File: src/rtl/oem_sort_drain.sv
`default_nettype none
// ============================================================================
// Module   : oem_sort_drain
// Brief    : Captures NB sorter output batches into a frame buffer, then
//            streams the N-element frame one element per cycle (valid/ready).
//            Optional order checker: define OEM_SORT_DRAIN_CHECK_EN.
// Revision : 1.0 - initial release
// ============================================================================
module oem_sort_drain #(
    parameter int DW = 6,
    parameter int P  = 8,
    parameter int N  = 16
) (
    input  logic            clk,
    input  logic            rst,
    input  logic            vin,
    input  logic            en_in,
    input  logic            rev,
    input  logic [P*DW-1:0] din,
    output logic [DW-1:0]   dout,
    output logic            dout_valid,
    input  logic            dout_ready,
    output logic            dout_last,
    output logic            busy,
    output logic            ovf,
    output logic            sort_err
);

    localparam int NB = N / P;
    localparam int BW = $clog2(NB + 1);
    localparam int IW = (N > 1) ? $clog2(N) : 1;
    localparam logic [BW-1:0] c_LAST_B = BW'(NB - 1);
    localparam logic [IW-1:0] c_LAST_I = IW'(N - 1);

    typedef enum logic [1:0] {
        S_IDLE    = 2'd0,
        S_CAPTURE = 2'd1,
        S_DRAIN   = 2'd2
    } state_t;

    state_t          r_state;
    state_t          w_state_nx;

    logic [N*DW-1:0] r_frame;
    logic [N*DW-1:0] w_frame_nx;
    logic [BW-1:0]   r_bcnt;
    logic [BW-1:0]   w_wr_b;
    logic [IW-1:0]   r_idx;
    logic [IW-1:0]   w_idx_inc;
    logic            r_rev;
    logic            w_rev_eff;
    logic [DW-1:0]   r_dout;
    logic            r_valid;
    logic            r_last;
    logic            r_busy;
    logic            r_ovf;

    logic            w_acc;
    logic            w_store;
    logic            w_final;
    logic            w_hs;
    logic            w_done;
    logic [IW-1:0]   w_pick_idx;
    logic            w_pick_rev;
    logic [IW-1:0]   w_pos;
    logic [DW-1:0]   w_pick;

    assign w_acc     = vin & en_in;
    assign w_store   = w_acc & (r_state != S_DRAIN);
    assign w_wr_b    = (r_state == S_IDLE) ? '0 : r_bcnt;
    assign w_final   = w_store & (w_wr_b == c_LAST_B);
    assign w_hs      = (r_state == S_DRAIN) & r_valid & dout_ready;
    assign w_done    = w_hs & (r_idx == c_LAST_I);
    assign w_idx_inc = r_idx + 1'b1;
    assign w_rev_eff = (r_state == S_IDLE) ? rev : r_rev;

    // Frame image as it will look after this edge, so the first element
    // can be registered in the same edge that stores the final batch.
    always_comb begin
        w_frame_nx = r_frame;
        for (int b = 0; b < NB; b++) begin
            if (w_store && (w_wr_b == BW'(b))) begin
                w_frame_nx[b*P*DW +: P*DW] = din;
            end
        end
    end

    assign w_pick_idx = w_final ? '0 : w_idx_inc;
    assign w_pick_rev = w_final ? w_rev_eff : r_rev;

    always_comb begin
        w_pos  = w_pick_rev ? (c_LAST_I - w_pick_idx) : w_pick_idx;
        w_pick = '0;
        for (int e = 0; e < N; e++) begin
            if (w_pos == IW'(e)) begin
                w_pick = w_frame_nx[e*DW +: DW];
            end
        end
    end

    always_comb begin
        w_state_nx = r_state;
        case (r_state)
            S_IDLE: begin
                if (w_final)    w_state_nx = S_DRAIN;
                else if (w_acc) w_state_nx = S_CAPTURE;
            end
            S_CAPTURE: begin
                if (w_final)    w_state_nx = S_DRAIN;
            end
            S_DRAIN: begin
                if (w_done)     w_state_nx = S_IDLE;
            end
            default:            w_state_nx = S_IDLE;
        endcase
    end

    always_ff @(posedge clk or posedge rst) begin
        if (rst) begin
            r_state <= S_IDLE;
            r_busy  <= 1'b0;
        end else begin
            r_state <= w_state_nx;
            r_busy  <= (w_state_nx != S_IDLE);
        end
    end

    // Buffer contents need no reset; they are always rewritten before use.
    always_ff @(posedge clk) begin
        r_frame <= w_frame_nx;
    end

    always_ff @(posedge clk or posedge rst) begin
        if (rst) begin
            r_bcnt  <= '0;
            r_idx   <= '0;
            r_rev   <= 1'b0;
            r_dout  <= '0;
            r_valid <= 1'b0;
            r_last  <= 1'b0;
            r_ovf   <= 1'b0;
        end else begin
            if (w_store) begin
                r_bcnt <= w_wr_b + 1'b1;
            end else if (w_done) begin
                r_bcnt <= '0;
            end

            if ((r_state == S_IDLE) && w_acc) begin
                r_rev <= rev;
            end

            if (w_acc && (r_state == S_DRAIN)) begin
                r_ovf <= 1'b1;
            end

            if (w_final) begin
                r_dout  <= w_pick;
                r_valid <= 1'b1;
                r_last  <= (c_LAST_I == '0);
                r_idx   <= '0;
            end else if (w_done) begin
                r_valid <= 1'b0;
                r_last  <= 1'b0;
                r_idx   <= '0;
            end else if (w_hs) begin
                r_dout  <= w_pick;
                r_idx   <= w_idx_inc;
                r_last  <= (w_idx_inc == c_LAST_I);
            end
        end
    end

    assign dout       = r_dout;
    assign dout_valid = r_valid;
    assign dout_last  = r_last;
    assign busy       = r_busy;
    assign ovf        = r_ovf;

`ifdef OEM_SORT_DRAIN_CHECK_EN
    logic [DW-1:0] r_prev;
    logic          r_err;
    logic          w_bad;

    // Index 0 has no predecessor in the frame, so it is never flagged.
    assign w_bad = r_rev ? (r_dout > r_prev) : (r_dout < r_prev);

    always_ff @(posedge clk or posedge rst) begin
        if (rst) begin
            r_prev <= '0;
            r_err  <= 1'b0;
        end else if (w_hs) begin
            r_prev <= r_dout;
            if ((r_idx != '0) && w_bad) begin
                r_err <= 1'b1;
            end
        end
    end

    assign sort_err = r_err;
`else
    assign sort_err = 1'b0;
`endif

endmodule
`default_nettype wire

File: config.mk
export PLATFORM = sky130hd
export DESIGN_NAME = oem_sort_drain
export DESIGN_NICKNAME = d
export VERILOG_FILES = /design/src/rtl/oem_sort_drain.sv
export SDC_FILE = /design/constraint.sdc
export NUM_CORES = 1
export LEC_CHECK = 0
export ABC_AREA = 1
export ABC_CLOCK_PERIOD_IN_PS = 2900
export CORE_UTILIZATION = 45
export CTS_BUF_LIST = sky130_fd_sc_hd__clkbuf_16
export CTS_CLUSTER_SIZE = 16
export DETAILED_ROUTE_END_ITERATION = 10
export PLACE_DENSITY = 0.67
export SYNTH_ARGS = -nofsm -noshare
export SYNTH_HDL_FRONTEND = slang
export SYNTH_SLANG_ARGS = --single-unit
File: constraint.sdc
create_clock -name clk -period 2.9 [get_ports clk]
set_input_delay 0.58 -clock clk [delete_from_list [all_inputs] [get_ports clk]]
set_output_delay 0.58 -clock clk [all_outputs]
set_load 0.05 [all_outputs]
==> results.toml, run 1 <==
[clocking]
insertion_delay_ns = 0.41
htree_levels = 4
cts_tree = "done"
cts_root_buf = "clkbuf_16"
cts_made_buffers = 17
ctsHoldBuffers = 0
cts_buffer_depth = 2
clkSinkCount = 115
cts.clk_slew.worst_paths_ns = 0.05

[drt]
drc = 0
wl_um = 14800
drt_iter0_drc = 268
num_vias = 4913
first_pass_iters = 6
detail-route-antenna-nets = 0
wl_per_cell_um = 15.4
via_per_inst = 5.09

[timing]
fmax_mhz = 354
rsz0062_at_grt = "yes"
worstMarginPinSlew_ns = 0.798
drv_slew = 0
fin_crit_sh = 0.974
slew_headroom = 0.467
skew_ns = 0.00676
finalHoldViolations = 0
finalCriticalPeriod_ns = 2.82
finalSetupViolations = 0

[layout]
synthToLayoutAreaGrowth_pct = 39.0
layout.nets = 870
antennaDiodeCount = 0
design_area_um2 = 7040
final_common_cell = "nand2_1"
final_core_util = 0.647
mostFrequentLayoutCells = "nand2_1 (203), dfxtp_1 (96), inv_1 (89)"
drive_gt1_frac = 0.187
final_cells = 965

[yosys]
synth_area_um2 = 5070
syn_nets = 756
avgSynthCellArea_um2 = 7.26
yosys_warnings = 0
ys_seq_area_frac = 0.473
ys_ff_latch = 115
ys_types = 30
synthCells = 698

[floorplan]
initial_core_util = 0.465
fp.dieH_um = 108
die_area_um2 = 11700
core_um2 = 10900
io_pins = 65
rows = 38
die_x_um = 108

[hold_path]
min_path_cells = 2
hold_path_startpoint = "r_frame[91]"
whs_endpoint = "r_frame[91]"
hp-class = "flop to flop"

[placed_design]
numPortBuffers = 63
place_area_um2 = 6100
placed_cells = 920
hpwl_um = 10200
globalplace.congestion = 0.928

[grt]
grt_antenna_before_repair = 0
overflow = 0
grt_pass1_wl_um = 22900
grt_pass1_vias = 4824
grt_max_degree = 43
grt_use_total = 0.261

[setup_path]
rrSetupSlack_ns = 0.08
criticalPathCategory = "flop to flop"
cp_max_fo = 8
reg2reg_from = "r_state[0]"
r2r_end = "dout[3]"
slowest_delay_ns = 0.41
cpMostUsedCell = "nand2_4"
r2r_cells = 20
cp-start-kind = "flop"
crit_chain = "inv_2 -> nand2_4 -> nand2_4 -> ha_4 -> nand3_4 -> buf_6 -> nand2_4 -> inv_2 -> nand3_2 -> nand2_4 -> nand2_4 -> nor2_2 -> a21oi_2 -> nand4_1 -> nand2_1 -> nand4_1 -> nor3_2 -> nand4_1 -> nand2_1 -> nand2_1"
cp.required_ns = 3.20
cp-end-kind = "flop"
slowest_stage = "dfrtp_1"
worstPathArrival_ns = 3.13

[outcome]
run_status = "completed"

[power_and_ir_drop]
comb_power_share = 0.461
p_clk_frac = 0.242
powerDensity_nw_per_um2 = 1240
p_leak_nw = 3.38
p_sw_mw = 3.48
pwr-share-seq = 0.297
swShare = 0.397
max-vdd-ir-drop_mv = 0.608
p_int_mw = 5.28

[job]
max_cap_violations = 0
[cells by family (layout without fill, tap and decap cells)]
kind of cell,count (synthesis),count (layout),share of synthesized area
AOI/OAI and AO/OA,112,112,0.113
adders and majority gates,4,4,0.00988
buffers and inverters,116,242,0.0914
DFF,115,115,0.473
other,1,1,0.000740
and+or+nand+nor,350,351,0.312
[power groups by stage]
stage,Sequential (mW),Clock [mW],Combinational [mW]
after CTS,2.58,2.14,3.62
after global placement,2.58,0,3.44
after detailed placement,2.60,0,3.52
after floorplan,2.72,0,2.12
after global routing,2.67,2.23,4.44
final,2.60,2.12,4.04
[synth_stat cells, drive strengths merged]
cell	number	share of area
o32ai	1	0.0017
inv	93	0.069
nand4	19	0.023
or2	7	0.0086
dfrtp	19	0.094
clkbuf	8	0.0059
o21bai	1	0.0015
buf	15	0.017
a31oi	1	0.0012
o21ai	98	0.097
a21oi	9	0.0089
dfxtp	96	0.38
nor3	6	0.0099
o22ai	1	0.0012
conb	1	0.00074
a211oi	1	0.0015
nor2	54	0.047
nand3	35	0.041
nand2	229	0.18
ha	4	0.0099
[state kept, by name (all words and copies together) (netlist names)]
| register | cells |
|---|---|
| dout_last | 1 |
| dout_valid | 1 |
| r_idx | 4 |
| dout | 6 |
| ovf | 1 |
| r_state | 2 |
| r_rev | 1 |
| r_bcnt | 2 |
| busy | 1 |
| r_frame | 96 |
[worst max-delay path by stage]
| stage | endpoint | start |
|---|---|---|
| after floorplan | dout[2] | r_state[1] |
| after global placement | dout[0] | vin |
| after detailed placement | dout[0] | vin |
| after CTS | dout[0] | vin |
| after global routing | dout[3] | r_state[0] |
| final | dout[3] | r_state[0] |
[per-stage QoR]
stage                     worst slack (ns)  setup TNS [ns]  hold WS, ns  power (mW)
after floorplan                      0.607               0        0.423        4.84
after global placement              -0.316           -1.11        0.441        6.02
after detailed placement            -0.362           -1.58        0.442        6.12
after CTS                          0.00131               0        0.455        8.35
after global routing               -0.0611          -0.143        0.487        9.33
final                               0.0751               0        0.452        8.76
[layer usage]
metal / up-vias / GRT usage / share of wire
li1: 2431 / - / -
met1: 2283 / 0.318 / 0.44
met2: 159 / 0.447 / 0.48
met3: 40 / 0.0591 / 0.053
met4: 0 / 0.0959 / 0.026
met5: - / 0 / 0
[worst max-delay path: cells and delay by family (launching register included)]
family          cells  cell delay [ns]
simple gates       15             1.64
buf+inv             3             0.33
compound gates      1             0.17
flops               1             0.41
fa+ha+maj           1             0.16
[repair_timing]
action                     CTS  global route
buffers inserted             4             6
pin swaps                    9            28
resized for setup            5            58
setup endpoints to repair    2             6
gates cloned                 0             3
[cell type report]
class	count	area (um2)
clock buffer	17	425
multi-input combinational	468	2390
tap	140	175
sequential	115	2400
inverter	93	352
timing repair buffer	117	1130
clock inverter	15	173
fill	952	3840
No activity file was read; power rests on OpenSTA's default activity.
==> run 2, diff against run 1 <==
ABC_CLOCK_PERIOD_IN_PS = 3300   (was 2900)
clock period = 3.3 ns   (was 2.9 ns; I/O delays follow)
==> results.toml, run 2 (same netlist as run 1, synthesis figures left out) <==
[outcome]
run_status = "completed"

[timing]
rsz0062_at_grt = "no"
finalSetupTns_ns = 0
slew_headroom = 0.467
skew_ns = 0.0116
finalCriticalPeriod_ns = 2.91
fin_crit_sh = 0.882
drv_slew = 0
finalSetupViolations = 0
fmax_mhz = 343
fin_ws_ns = 0.389
worstMarginPinSlew_ns = 0.799
finalHoldViolations = 0

[setup_path]
slowest_stage = "dfrtp_1"
cpMostUsedCell = "nand2_1"
slowest_delay_ns = 0.45
crit_chain = "nor2_2 -> nor2_1 -> ha_1 -> nand3_2 -> buf_4 -> nand2_2 -> inv_2 -> nand2_1 -> nand2_1 -> nand2_2 -> nor2_2 -> nand2_1 -> nand3_1 -> nor2_1 -> nand4_1 -> nand2_1 -> nand4_1 -> nor3_2 -> nand4_1 -> nand2_1 -> nand2_1"
worstPathArrival_ns = 3.21
cp-start-kind = "flop"
r2r_end = "dout[1]"
critical-path-top-delay-family = "simple AND/OR/NAND/NOR gates"
r2r_cells = 21
reg2reg_from = "r_state[1]"
rrSetupSlack_ns = 0.39
cp_max_fo = 8
cp-end-kind = "flop"
cp_num_buf_inv = 2
criticalPathCategory = "flop to flop"
cp.required_ns = 3.59

[layout]
top_register = "r_frame"
multi_input_area_um2 = 2210
n_fill_cell = 1006
mostFrequentLayoutCells = "nand2_1 (213), o21ai_0 (96), dfxtp_1 (96)"
layout.nets = 831
antennaDiodeCount = 0
final_common_cell = "nand2_1"
drive_gt1_frac = 0.113
synthToLayoutAreaGrowth_pct = 27.3
seq_area_um2 = 2400
final_cells = 926
largest_reg_flops = 96

[power_and_ir_drop]
p_leak_nw = 3.07
max-vdd-ir-drop_mv = 0.459
p_sw_mw = 2.79
swShare = 0.406
p_int_mw = 4.07
comb_power_share = 0.425
p_clk_frac = 0.245
total_power_mw = 6.85
pwr-share-seq = 0.330
powerDensity_nw_per_um2 = 1060

[grt]
grt_max_degree = 55
grt_pass1_vias = 4517
overflow = 0
grt_use_total = 0.245
grt_pass1_wl_um = 21600
grt_antenna_before_repair = 0

[placed_design]
hpwl_um = 9790
pre_cts_ws_ns = 0.142
numPortBuffers = 63
globalplace.congestion = 0.910
placed_cells = 894

[hold_path]
hold_path_startpoint = "r_frame[92]"
whs_endpoint = "r_frame[92]"
hp-class = "flop to flop"
min_path_cells = 2

[clocking]
insertion_delay_ns = 0.41
cts_made_buffers = 17
cts_root_buf = "clkbuf_16"
ctsHoldBuffers = 0
clkSinkCount = 115
htree_levels = 4
cts_resized = 0
cts.clk_slew.worst_paths_ns = 0.05
cts_buffer_depth = 2
post_cts_buffers = 0
cts_tree = "done"

[floorplan]
die_x_um = 108
die_area_um2 = 11700
fp.dieH_um = 108
rows = 38
io_pins = 65
initial_core_util = 0.465
core_um2 = 10900

[drt]
detail-route-antenna-nets = 0
drc = 0
drt_iter0_drc = 325
first_pass_iters = 7
wl_um = 13300
via_per_inst = 5.04
num_vias = 4670
wl_per_cell_um = 14.3

[job]
max_cap_violations = 0
## run 2: cell types whose count changed in the layout (fill, tap and decap cells not counted), moves of 3 or more
cell,delta
buf_4,-32
o21ai_0,+12
nand2_1,+10
nand2_4,-8
o21ai_1,-8
nand3_1,+5
nor2_1,+4
o21ai_2,-4
bufinv_16,-3
clkinv_2,+3
nand3_4,-3
nor2_4,-3
## run 2: how the worst max path moves through the flow
stage | depth (start not counted) | startpoint | endpoint
5_1_grt | 20 | r_state[1] | dout[1]
6_report | 21 | r_state[1] | dout[1]
4_1_cts | 21 | r_state[1] | dout[2]
3_3_place_gp | 21 | vin | dout[0]
3_5_place_dp | 21 | en_in | dout[0]
2_1_floorplan | 20 | vin | dout[5]
## run 2: power by group through the flow
| stage | Sequential [mW] | Combinational (mW) | Clock [mW] |
|---|---|---|---|
| after floorplan | 2.39 | 1.86 | 0 |
| after global placement | 2.27 | 2.79 | 0 |
| after detailed placement | 2.28 | 2.85 | 0 |
| after CTS | 2.26 | 2.89 | 1.70 |
| after global routing | 2.32 | 3.25 | 1.78 |
| final | 2.26 | 2.91 | 1.68 |
## run 2: per-layer routing
| metal | share of wire | GRT usage | vias to the layer above |
|---|---|---|---|
| li1 | - | - | 2353 |
| met1 | 0.45 | 0.311 | 2130 |
| met2 | 0.47 | 0.401 | 151 |
| met3 | 0.056 | 0.0603 | 36 |
| met4 | 0.028 | 0.0949 | 0 |
| met5 | 0 | 0 | - |
## run 2: area by class of cell
type / count / share of cell area
clock buffer: 18 / 0.0698
clock inverter: 14 / 0.0151
inverter: 93 / 0.0541
multi-input combinational: 467 / 0.342
sequential: 115 / 0.372
tap: 140 / 0.0272
timing repair buffer: 79 / 0.120
## run 2: per-stage QoR
stage,utilization,hold WS (ns),instance area [um2]
floorplan,-,0.423,5070
global placement,0.542,0.443,5900
detailed placement,0.542,0.446,5900
CTS,0.593,0.466,6450
global route,0.593,0.486,6450
finish,0.593,0.460,6450
## run 2: worst register-to-register path: cells and delay by family (launching register included)
kind,cells,cell delay [ns]
adders and majority gates,1,0.23
buffers and inverters,2,0.27
and+or+nand+nor,18,1.82
DFF,1,0.45
==> run 3, diff against run 2 <==
ABC_AREA = unset   (was 1)
PLACE_DENSITY = 0.66   (was 0.67)
==> results.toml, run 3 <==
[drt]
via_per_inst = 5.65
first_pass_iters = 5
drt_iter0_drc = 387
num_vias = 4813
detail-route-antenna-nets = 0
drc = 0
wl_per_cell_um = 18.1
wl_um = 15500

[layout]
final_core_util = 0.584
top_register = "r_frame"
multi_input_area_um2 = 2900
layout.nets = 729
drive_gt1_frac = 0.203
n_fill_cell = 1121
final_cells = 852
antennaDiodeCount = 0
synthToLayoutAreaGrowth_pct = 25.5
seq_area_um2 = 2400
mostFrequentLayoutCells = "nand2_1 (128), dfxtp_1 (96), clkdlybuf4s50_1 (63)"
largest_reg_flops = 96
design_area_um2 = 7080
final_common_cell = "nand2_1"

[timing]
finalCriticalPeriod_ns = 3.13
finalHoldViolations = 0
fmax_mhz = 320
rsz0062_at_grt = "no"
worst_hold_slack_ns = 0.438
drv_slew = 0
worstMarginPinSlew_ns = 0.899
fin_crit_sh = 0.948
skew_ns = 0.00784
finalSetupViolations = 0
slew_headroom = 0.400
finalSetupTns_ns = 0
fin_ws_ns = 0.173

[clocking]
insertion_delay_ns = 0.42
cts_buffer_depth = 2
clkSinkCount = 115
cts.clk_slew.worst_paths_ns = 0.05
ctsHoldBuffers = 0
cts_tree = "done"
cts_made_buffers = 17
htree_levels = 4
cts_resized = 0
cts_root_buf = "clkbuf_16"
post_cts_buffers = 0

[setup_path]
cp-end-kind = "flop"
reg2reg_from = "r_idx[0]"
cp-startpoint = "r_idx[0]"
criticalPathCategory = "flop to flop"
worstPathArrival_ns = 3.42
cp-start-kind = "flop"
cp_max_fo = 20
slowest_delay_ns = 0.50
r2r_cells = 10
rrSetupSlack_ns = 0.17
crit_chain = "inv_2 -> ha_1 -> inv_1 -> a32o_1 -> a221o_1 -> buf_12 -> a222oi_1 -> a21oi_1 -> o21ai_1 -> o211ai_1"
slowest_stage = "ha_1"
cp.required_ns = 3.59

[grt]
grt_pass1_wl_um = 25000
grt_max_degree = 42
grt_use_total = 0.253
grt_antenna_before_repair = 0
grt_pass1_vias = 4980
overflow = 0

[yosys]
syn_nets = 653
yosysMostFrequentCell = "nand2_1"
synth_area_leaders = "dfxtp_1 (34%), mux2_2 (9.6%), nand2_1 (8.6%), dfrtp_1 (8.4%), mux2_1 (2.0%)"
yosys.area.top_type_share = 0.341
ys_types = 79
avgSynthCellArea_um2 = 9.48
async_flop_share = 0.165
ys_seq_area_frac = 0.425
yosys_most_used_dff = "dfxtp_1"
synth_edf_count = 0
yosys_warnings = 0
synth_common_cells = "nand2_1 (129), dfxtp_1 (96), mux2_2 (48), nor2_1 (25), dfrtp_1 (19)"
synth_area_um2 = 5640
ys_ff_latch = 115
synthCells = 595
yosys.area.top_type = "dfxtp_1"

[job]
max_cap_violations = 0

[hold_path]
hold_path_startpoint = "r_frame[48]"
hp-class = "flop to flop"
min_path_cells = 2

[outcome]
run_status = "completed"

[floorplan]
fp.dieH_um = 114
initial_core_util = 0.466
core_um2 = 12100
die_area_um2 = 13000
die_x_um = 114
rows = 40
io_pins = 65

[power_and_ir_drop]
powerDensity_nw_per_um2 = 1120
p_leak_nw = 3.07
total_power_mw = 7.91
max-vdd-ir-drop_mv = 0.500

[placed_design]
pre_cts_ws_ns = 0.0183
numPortBuffers = 63
globalplace.congestion = 0.889
placed_cells = 820
hpwl_um = 11200
place_area_um2 = 6540
run 3: worst paths after layout:
check	endpoint
max reg2reg	dout[5]
min in group asynchronous	dout[3]
min	r_frame[48]
min reg2reg	r_frame[48]
max	dout[5]
max in group asynchronous	r_state[0]
run 3: final cells by class:
type                    count  area share
clock inverters            15      0.0164
repair buffers             99       0.136
flip-flops and latches    115       0.339
inverters                  18     0.00955
multi-input cells         420       0.409
clock buffers              17      0.0601
well taps                 168      0.0297
run 3: cell families after synthesis:
group                      after synthesis  share of synthesized area
xor gates and xnor gates                 4                    0.00621
buffers and inverters                   60                     0.0628
muxes                                   70                      0.138
and+or+nand+nor                        227                      0.193
AOI/OAI and AO/OA                      114                      0.165
other                                    1                   0.000665
adders and majority gates                4                    0.00887
DFF                                    115                      0.425
run 3: where the power goes:
part	internal (mW)	switching, mW
registers	2.08	0.243
clock network	1.02	0.647
logic	1.69	2.23
total	4.79	3.12
run 3: per-layer routing:
metal	GRT usage	wire length, um	up-vias
li1	-	-	2276
met1	0.304	6440	2306
met2	0.425	7580	196
met3	0.0600	966	35
met4	0.123	473	0
met5	0	0	-
run 3: worst max-delay path, delay by kind of cell, from the launching register on:
family	cells	cell delay [ns]
flops	1	0.45
compound gates	6	1.60
buf+inv	3	0.45
fa+ha+maj	1	0.50
